## src/rtl/i2q2_calculator_pkg.sv

```systemverilog
// Shared types and constants for the I^2+Q^2 calculator.
// Holds the FSM state encoding and the operand/sequence constants.
package i2q2_calculator_pkg;

    localparam int ACC_WIDTH_DEF = 16;
    localparam int N_OPS         = 6;

    // sel value on the drain edge: last product is summed here.
    localparam logic [2:0] SEL_DRAIN = 3'd6;

    typedef enum logic [1:0] {
        IDLE   = 2'd0,
        SQUARE = 2'd1,
        COMMIT = 2'd2
    } state_t;

endpackage

```

## src/rtl/i2q2_calculator_square_pipe.sv

```systemverilog
// Registered signed squarer, one cycle latency.
// Ports: clk, global_reset, a (signed ACC_WIDTH), sq (unsigned I2Q2_WIDTH).
module i2q2_calculator_square_pipe #(
    parameter int ACC_WIDTH  = 16,
    parameter int I2Q2_WIDTH = 2 * ACC_WIDTH
) (
    input  logic                         clk,
    input  logic                         global_reset,
    input  logic signed [ACC_WIDTH-1:0]  a,
    output logic        [I2Q2_WIDTH-1:0] sq
);

    logic signed [I2Q2_WIDTH-1:0] a_ext;

    // A square is never negative and fits in I2Q2_WIDTH, so the
    // low half of the extended product is the exact result.
    assign a_ext = I2Q2_WIDTH'(a);

    always_ff @(posedge clk or posedge global_reset) begin
        if (global_reset) begin
            sq <= '0;
        end else begin
            sq <= I2Q2_WIDTH'(a_ext * a_ext);
        end
    end

endmodule

```

## src/rtl/i2q2_calculator.sv

```systemverilog
// Computes I^2+Q^2 for early/prompt/late taps using one shared squarer.
// Ports: clk, global_reset, accumulation_complete, six signed I/Q inputs;
// outputs i2q2_early/prompt/late (held), i2q2_valid, busy, overrun.
module i2q2_calculator
    import i2q2_calculator_pkg::*;
#(
    parameter int ACC_WIDTH  = ACC_WIDTH_DEF,
    parameter int I2Q2_WIDTH = 2 * ACC_WIDTH
) (
    input  logic                         clk,
    input  logic                         global_reset,
    input  logic                         accumulation_complete,
    input  logic signed [ACC_WIDTH-1:0]  i_early,
    input  logic signed [ACC_WIDTH-1:0]  q_early,
    input  logic signed [ACC_WIDTH-1:0]  i_prompt,
    input  logic signed [ACC_WIDTH-1:0]  q_prompt,
    input  logic signed [ACC_WIDTH-1:0]  i_late,
    input  logic signed [ACC_WIDTH-1:0]  q_late,
    output logic        [I2Q2_WIDTH-1:0] i2q2_early,
    output logic        [I2Q2_WIDTH-1:0] i2q2_prompt,
    output logic        [I2Q2_WIDTH-1:0] i2q2_late,
    output logic                         i2q2_valid,
    output logic                         busy,
    output logic                         overrun
);

    state_t                       state, next_state;
    logic [2:0]                   sel;
    logic signed [ACC_WIDTH-1:0]  op [N_OPS];
    logic signed [ACC_WIDTH-1:0]  op_sel;
    logic [I2Q2_WIDTH-1:0]        prod;
    logic [I2Q2_WIDTH-1:0]        partial;
    logic [I2Q2_WIDTH-1:0]        sh_early, sh_prompt, sh_late;

    always_comb begin
        op_sel = '0;
        case (sel)
            3'd0:    op_sel = op[0];
            3'd1:    op_sel = op[1];
            3'd2:    op_sel = op[2];
            3'd3:    op_sel = op[3];
            3'd4:    op_sel = op[4];
            3'd5:    op_sel = op[5];
            default: op_sel = '0;
        endcase
    end

    i2q2_calculator_square_pipe #(
        .ACC_WIDTH  (ACC_WIDTH),
        .I2Q2_WIDTH (I2Q2_WIDTH)
    ) u_square (
        .clk          (clk),
        .global_reset (global_reset),
        .a            (op_sel),
        .sq           (prod)
    );

    always_ff @(posedge clk or posedge global_reset) begin
        if (global_reset) begin
            state <= IDLE;
        end else begin
            state <= next_state;
        end
    end

    // A strobe restarts the sequence from any state.
    always_comb begin
        next_state = state;
        if (accumulation_complete) begin
            next_state = SQUARE;
        end else begin
            case (state)
                IDLE:    next_state = IDLE;
                SQUARE:  if (sel == SEL_DRAIN) next_state = COMMIT;
                COMMIT:  next_state = IDLE;
                default: next_state = IDLE;
            endcase
        end
    end

    always_ff @(posedge clk or posedge global_reset) begin
        if (global_reset) begin
            sel         <= '0;
            for (int k = 0; k < N_OPS; k++) op[k] <= '0;
            partial     <= '0;
            sh_early    <= '0;
            sh_prompt   <= '0;
            sh_late     <= '0;
            i2q2_early  <= '0;
            i2q2_prompt <= '0;
            i2q2_late   <= '0;
            i2q2_valid  <= 1'b0;
            busy        <= 1'b0;
            overrun     <= 1'b0;
        end else begin
            i2q2_valid <= 1'b0;
            overrun    <= 1'b0;
            busy       <= (next_state != IDLE);
            if (accumulation_complete) begin
                op[0]   <= i_early;
                op[1]   <= q_early;
                op[2]   <= i_prompt;
                op[3]   <= q_prompt;
                op[4]   <= i_late;
                op[5]   <= q_late;
                sel     <= '0;
                overrun <= (state != IDLE);
            end else if (state == SQUARE) begin
                sel <= sel + 3'd1;
                // prod holds the square of operand sel-1.
                case (sel)
                    3'd1, 3'd3, 3'd5: partial   <= prod;
                    3'd2:             sh_early  <= partial + prod;
                    3'd4:             sh_prompt <= partial + prod;
                    3'd6:             sh_late   <= partial + prod;
                    default: ;
                endcase
            end else if (state == COMMIT) begin
                i2q2_early  <= sh_early;
                i2q2_prompt <= sh_prompt;
                i2q2_late   <= sh_late;
                i2q2_valid  <= 1'b1;
            end
        end
    end

endmodule

```

## config.mk

```make
export PLATFORM = sky130hd
export DESIGN_NAME = i2q2_calculator
export DESIGN_NICKNAME = d
export VERILOG_FILES = /design/src/rtl/i2q2_calculator_pkg.sv /design/src/rtl/i2q2_calculator_square_pipe.sv /design/src/rtl/i2q2_calculator.sv
export SDC_FILE = /design/constraint.sdc
export NUM_CORES = 1
export LEC_CHECK = 0
export CORE_MARGIN = 5
export CORE_UTILIZATION = 35
export DETAILED_ROUTE_END_ITERATION = 16
export HOLD_SLACK_MARGIN = 0.15
export PLACE_DENSITY_LB_ADDON = 0.05
export SYNTH_ARGS = -nofsm -noshare
export SYNTH_HDL_FRONTEND = slang
export SYNTH_HIERARCHICAL = 1
export SYNTH_SLANG_ARGS = --single-unit
export TNS_END_PERCENT = 5
```

## constraint.sdc

```tcl
create_clock -name clk -period 14.4 [get_ports clk]
set_input_delay 3.6 -clock clk [delete_from_list [all_inputs] [get_ports clk]]
set_output_delay 3.6 -clock clk [all_outputs]
set_load 0.005 [all_outputs]
```

==> impl_results.html <==
<table>
<tr><th>Metric</th><th>Value</th></tr>
<tr><th colspan="2">Status</th></tr>
<tr><td>Outcome</td><td>finished, final reports clean</td></tr>
<tr><th colspan="2">Detailed routing</th></tr>
<tr><td>Via-to-Cell Ratio</td><td>4.74</td></tr>
<tr><td>Total iterations of the first detailed-routing run</td><td>6</td></tr>
<tr><td>Remaining design rule violation count</td><td>0</td></tr>
<tr><td>Routed Wire Length</td><td>60.5 mm</td></tr>
<tr><td>Routed length per instance</td><td>18.2 µm</td></tr>
<tr><td>Total via count in the routed design</td><td>15.8k</td></tr>
<tr><td>Initial DRC count</td><td>~700</td></tr>
<tr><td>DRT antenna net count</td><td>0</td></tr>
<tr><th colspan="2">Critical path</th></tr>
<tr><td>CP startpoint kind</td><td>flip-flop</td></tr>
<tr><td>Critical Path End Type</td><td>flip-flop</td></tr>
<tr><td>Depth of the worst register-to-register path</td><td>24</td></tr>
<tr><td>Worst reg2reg path endpoint</td><td>u_square/sq[31]</td></tr>
<tr><td>Startpoint of the worst setup timing path</td><td>sel[2]</td></tr>
<tr><td>Critical path type</td><td>flip-flop to flip-flop</td></tr>
<tr><td>Data arrival time of the critical path</td><td>9.06 ns</td></tr>
<tr><td>Crit path max-delay cell type</td><td>fa_1</td></tr>
<tr><td>Most used cell, CP</td><td>fa_1</td></tr>
<tr><td>Worst setup path end</td><td>u_square/sq[31]</td></tr>
<tr><td>Critical register-to-register path startpoint</td><td>sel[2]</td></tr>
<tr><td>Critical path's largest stage delay</td><td>0.86 ns</td></tr>
<tr><td>Register-to-register setup slack</td><td>5.78 ns</td></tr>
<tr><td>Critical path peak fanout</td><td>41</td></tr>
<tr><td>Critical path data required time</td><td>14.83 ns</td></tr>
<tr><td>Chain of cells forming the critical path</td><td>buf_4 -&gt; clkinv_1 -&gt; ha_1 -&gt; a22oi_1 -&gt; o21ai_1 -&gt; buf_4 -&gt; inv_1 -&gt; nor2_1 -&gt; fa_1 -&gt; fa_1 -&gt; inv_1 -&gt; fa_1 -&gt; fa_1 -&gt; fa_1 -&gt; fa_1 -&gt; inv_1 -&gt; ha_1 -&gt; a21oi_1 -&gt; o21bai_1 -&gt; a221oi_1 -&gt; o21ai_0 -&gt; a31o_4 -&gt; mux2i_1 -&gt; o311ai_1</td></tr>
<tr><th colspan="2">Clocking</th></tr>
<tr><td>CTS sink count</td><td>around 360</td></tr>
<tr><td>Clock tree from TritonCTS</td><td>done</td></tr>
<tr><td>H-tree levels</td><td>2</td></tr>
<tr><td>Clock-pin slew reported for the worst setup and hold paths after clock tree synthesis</td><td>about 0.06 ns</td></tr>
<tr><td>Post-CTS repair timing setup buffer count</td><td>0</td></tr>
<tr><td>Clock root buffer</td><td>clkbuf_16</td></tr>
<tr><td>CTS Buf Count</td><td>43</td></tr>
<tr><td>Post-CTS Hold Buffers</td><td>0</td></tr>
<tr><td>Bufs on Longest Clock Path</td><td>3</td></tr>
<tr><td>Skew-Pair Late Insertion Delay</td><td>0.57 ns</td></tr>
<tr><td>Quantity of gates resized following cts</td><td>0</td></tr>
<tr><th colspan="2">Final layout</th></tr>
<tr><td>Most frequent cells in the layout</td><td>dfrtp_1 (359), inv_1 (336), nand2_1 (255), mux2_2 (252), fa_1 (234)</td></tr>
<tr><td>Share of final-layout standard cells stronger than drive strength 1</td><td>16.3%</td></tr>
<tr><td>Number of fillers in the final layout</td><td>between 6k and 7k</td></tr>
<tr><td>Most common cell after layout, fill and taps aside</td><td>dfrtp_1</td></tr>
<tr><td>Area Overhead vs Synth</td><td>18.7%</td></tr>
<tr><td>Number of antenna repair diodes</td><td>0</td></tr>
<tr><td>Final net count</td><td>2826</td></tr>
<tr><th colspan="2">Run</th></tr>
<tr><td>Number of violations of the max-capacitance limit</td><td>0</td></tr>
<tr><th colspan="2">Timing</th></tr>
<tr><td>Final setup violation count</td><td>0</td></tr>
<tr><td>Final Cycle Share</td><td>59.9%</td></tr>
<tr><td>Max-slew headroom</td><td>32.2%</td></tr>
<tr><td>Setup skew after layout</td><td>0.0245 ns</td></tr>
<tr><td>Worst-Margin Slew</td><td>between 1 and 1.5 ns</td></tr>
<tr><td>Max-slew violation count</td><td>0</td></tr>
<tr><td>Worst-case hold slack</td><td>around 0.47 ns</td></tr>
<tr><td>Final Critical Period</td><td>8.62 ns</td></tr>
<tr><td>Unrepaired setup endpoints after global routing</td><td>no</td></tr>
<tr><td>Final Hold Violating Endpoints</td><td>0</td></tr>
<tr><td>Achievable clock frequency</td><td>0.116 GHz</td></tr>
<tr><td>Summed negative setup slack over all endpoints</td><td>0 ns</td></tr>
<tr><th colspan="2">Global route</th></tr>
<tr><td>Number of antenna violations at the first check in global routing</td><td>0</td></tr>
<tr><td>Leftover overflow at the end of global routing</td><td>0</td></tr>
<tr><td>First-pass GRT wire length</td><td>98.4 mm</td></tr>
<tr><td>Overall routing resource usage</td><td>approximately 17%</td></tr>
<tr><td>Vias in the first global route</td><td>~17k</td></tr>
<tr><td>Maximum number of pins on one net before global-route repair</td><td>145</td></tr>
<tr><th colspan="2">Logic synthesis</th></tr>
<tr><td>Async set-reset flop share out of synthesis</td><td>100%</td></tr>
<tr><td>Synth warnings</td><td>6</td></tr>
<tr><td>Number of flops mapped to enable cells by yosys</td><td>0</td></tr>
<tr><td>Netlist area before placement</td><td>roughly 24000 µm²</td></tr>
<tr><td>Seq/Total Area, Yosys</td><td>37.0%</td></tr>
<tr><td>Count of state elements after synthesis</td><td>359</td></tr>
<tr><td>Total nets after synthesis</td><td>2641</td></tr>
<tr><td>Average size of a mapped cell</td><td>around 11 µm²</td></tr>
<tr><td>Gate Count Post-Synth</td><td>2183</td></tr>
<tr><td>Post-synth cell types</td><td>84</td></tr>
<tr><td>Most common flop cell mapped by yosys</td><td>dfrtp_1</td></tr>
<tr><th colspan="2">Place</th></tr>
<tr><td>Placer Congestion</td><td>a little over 0.8</td></tr>
<tr><td>HPWL Detailed</td><td>46.1 mm</td></tr>
<tr><td>Port bufs</td><td>roughly 200</td></tr>
<tr><th colspan="2">Floorplanning</th></tr>
<tr><td>Die extent in y</td><td>273 µm</td></tr>
<tr><td>Number of core rows</td><td>96</td></tr>
<tr><td>IO Pins</td><td>198</td></tr>
<tr><td>Placeable core region</td><td>68700 µm²</td></tr>
<tr><td>Die W</td><td>273 µm</td></tr>
<tr><td>Initial core utilization</td><td>between 30% and 40%</td></tr>
<tr><td>Overall die area</td><td>between 70000 and 80000 µm²</td></tr>
<tr><th colspan="2">Worst hold path</th></tr>
<tr><td>Min-Delay Path Class</td><td>flip-flop to flip-flop</td></tr>
<tr><td>Cells on Worst Hold Path</td><td>2</td></tr>
</table>
[Yosys cell counts, types with 4 or more instances]
cell type | instances | area share [%]
dfrtp_1 | 359 | 37
inv_1 | 337 | 5.2
nand2_1 | 255 | 3.9
mux2_2 | 252 | 12
fa_1 | 234 | 19
ha_1 | 125 | 6.4
clkbuf_1 | 71 | 1.1
nor2_1 | 67 | 1.0
a21oi_1 | 54 | 1.1
xnor2_1 | 49 | 1.8
and2_1 | 46 | 1.2
o21ai_0 | 45 | 0.93
a21o_1 | 25 | 0.77
xor2_1 | 19 | 0.69
nand3_1 | 16 | 0.33
o31ai_1 | 13 | 0.40
a22oi_1 | 12 | 0.37
o21a_1 | 12 | 0.37
mux2i_1 | 11 | 0.45
nor3_1 | 10 | 0.21
a221oi_1 | 9 | 0.33
and3_1 | 9 | 0.23
nand2b_1 | 9 | 0.23
o211ai_1 | 9 | 0.28
buf_2 | 8 | 0.17
nor2b_1 | 8 | 0.21
a222oi_1 | 7 | 0.29
a31o_2 | 7 | 0.25
nor4_1 | 6 | 0.15
a31oi_1 | 5 | 0.13
buf_1 | 5 | 0.077
o221ai_1 | 5 | 0.18
o22ai_1 | 5 | 0.13
a211o_1 | 4 | 0.14
a32oi_1 | 4 | 0.14
or2_2 | 4 | 0.10
[cell families after synthesis]
logic type      Yosys count  synth area share, %
compound gates          261                 7.72
xor+xnor                 68                 2.46
fa+ha+maj               359                 25.8
buf+inv                 426                 6.68
flops                   359                 37.0
mux                     264                 12.2
other cells               1               0.0155
simple gates            445                 8.13
[final cells by class]
type                       instances  area, µm²  area share, %
timing repair buffer             227       2210           7.67
tap                              931       1160           4.05
clock buffer                      62       1270           4.40
multi-input combinational       1398      13700           47.5
sequential                       359       8980           31.2
clock inverter                    16        208          0.721
inverter                         339       1280           4.45
[routing by layer]
layer	global-route usage, %	vias to the layer above	part of all wire, %	routed length (µm)
met3	2.14	65	3.4	2080
met2	28.4	230	48	29300
met4	3.45	0	1.7	1050
li1	-	7492	-	-
met1	22.6	8006	46	28100
met5	0	-	0	0
[state kept, by name, indices dropped and copies added (netlist names), 2 cells and up]
signal	count
sh_late	32
partial	32
i2q2_prompt	32
sh_early	32
state	2
u_square/sq	31
sh_prompt	32
op	96
i2q2_early	32
i2q2_late	32
sel	3
[worst max-delay path, delay by kind of cell, from the launching register on]
family                   cells  cell delay, ns
adder cells (fa/ha/maj)      8            4.46
multiplexers                 1            0.16
flip-flops                   1            0.32
AO/OA/AOI/OAI                8            1.57
buffers and inverters        6            1.78
AND/OR/NAND/NOR              1            0.19
[worst min path at each step]
stage                            start      endpoint
final                     sh_prompt[5]  sh_prompt[5]
after CTS                 sh_prompt[5]  sh_prompt[5]
after global routing      sh_prompt[4]  sh_prompt[4]
after floorplan           sh_early[11]  sh_early[11]
after detailed placement  sh_prompt[5]  sh_prompt[5]
after global placement    sh_prompt[7]  sh_prompt[7]
[per-stage QoR]
stage	setup WS (ns)	std cells	area [µm²]	util [%]
final	5.78	3332	28800	41.9
after global routing	5.22	3332	28800	41.9
after CTS	5.78	3332	28800	41.9
after detailed placement	5.77	3254	27300	39.8
after global placement	6.02	3254	27300	39.8
after floorplan	1.72	2183	24300	-
Power is not shown: default switching activity piles up to over one toggle a cycle in this logic, so the estimate is an artifact.
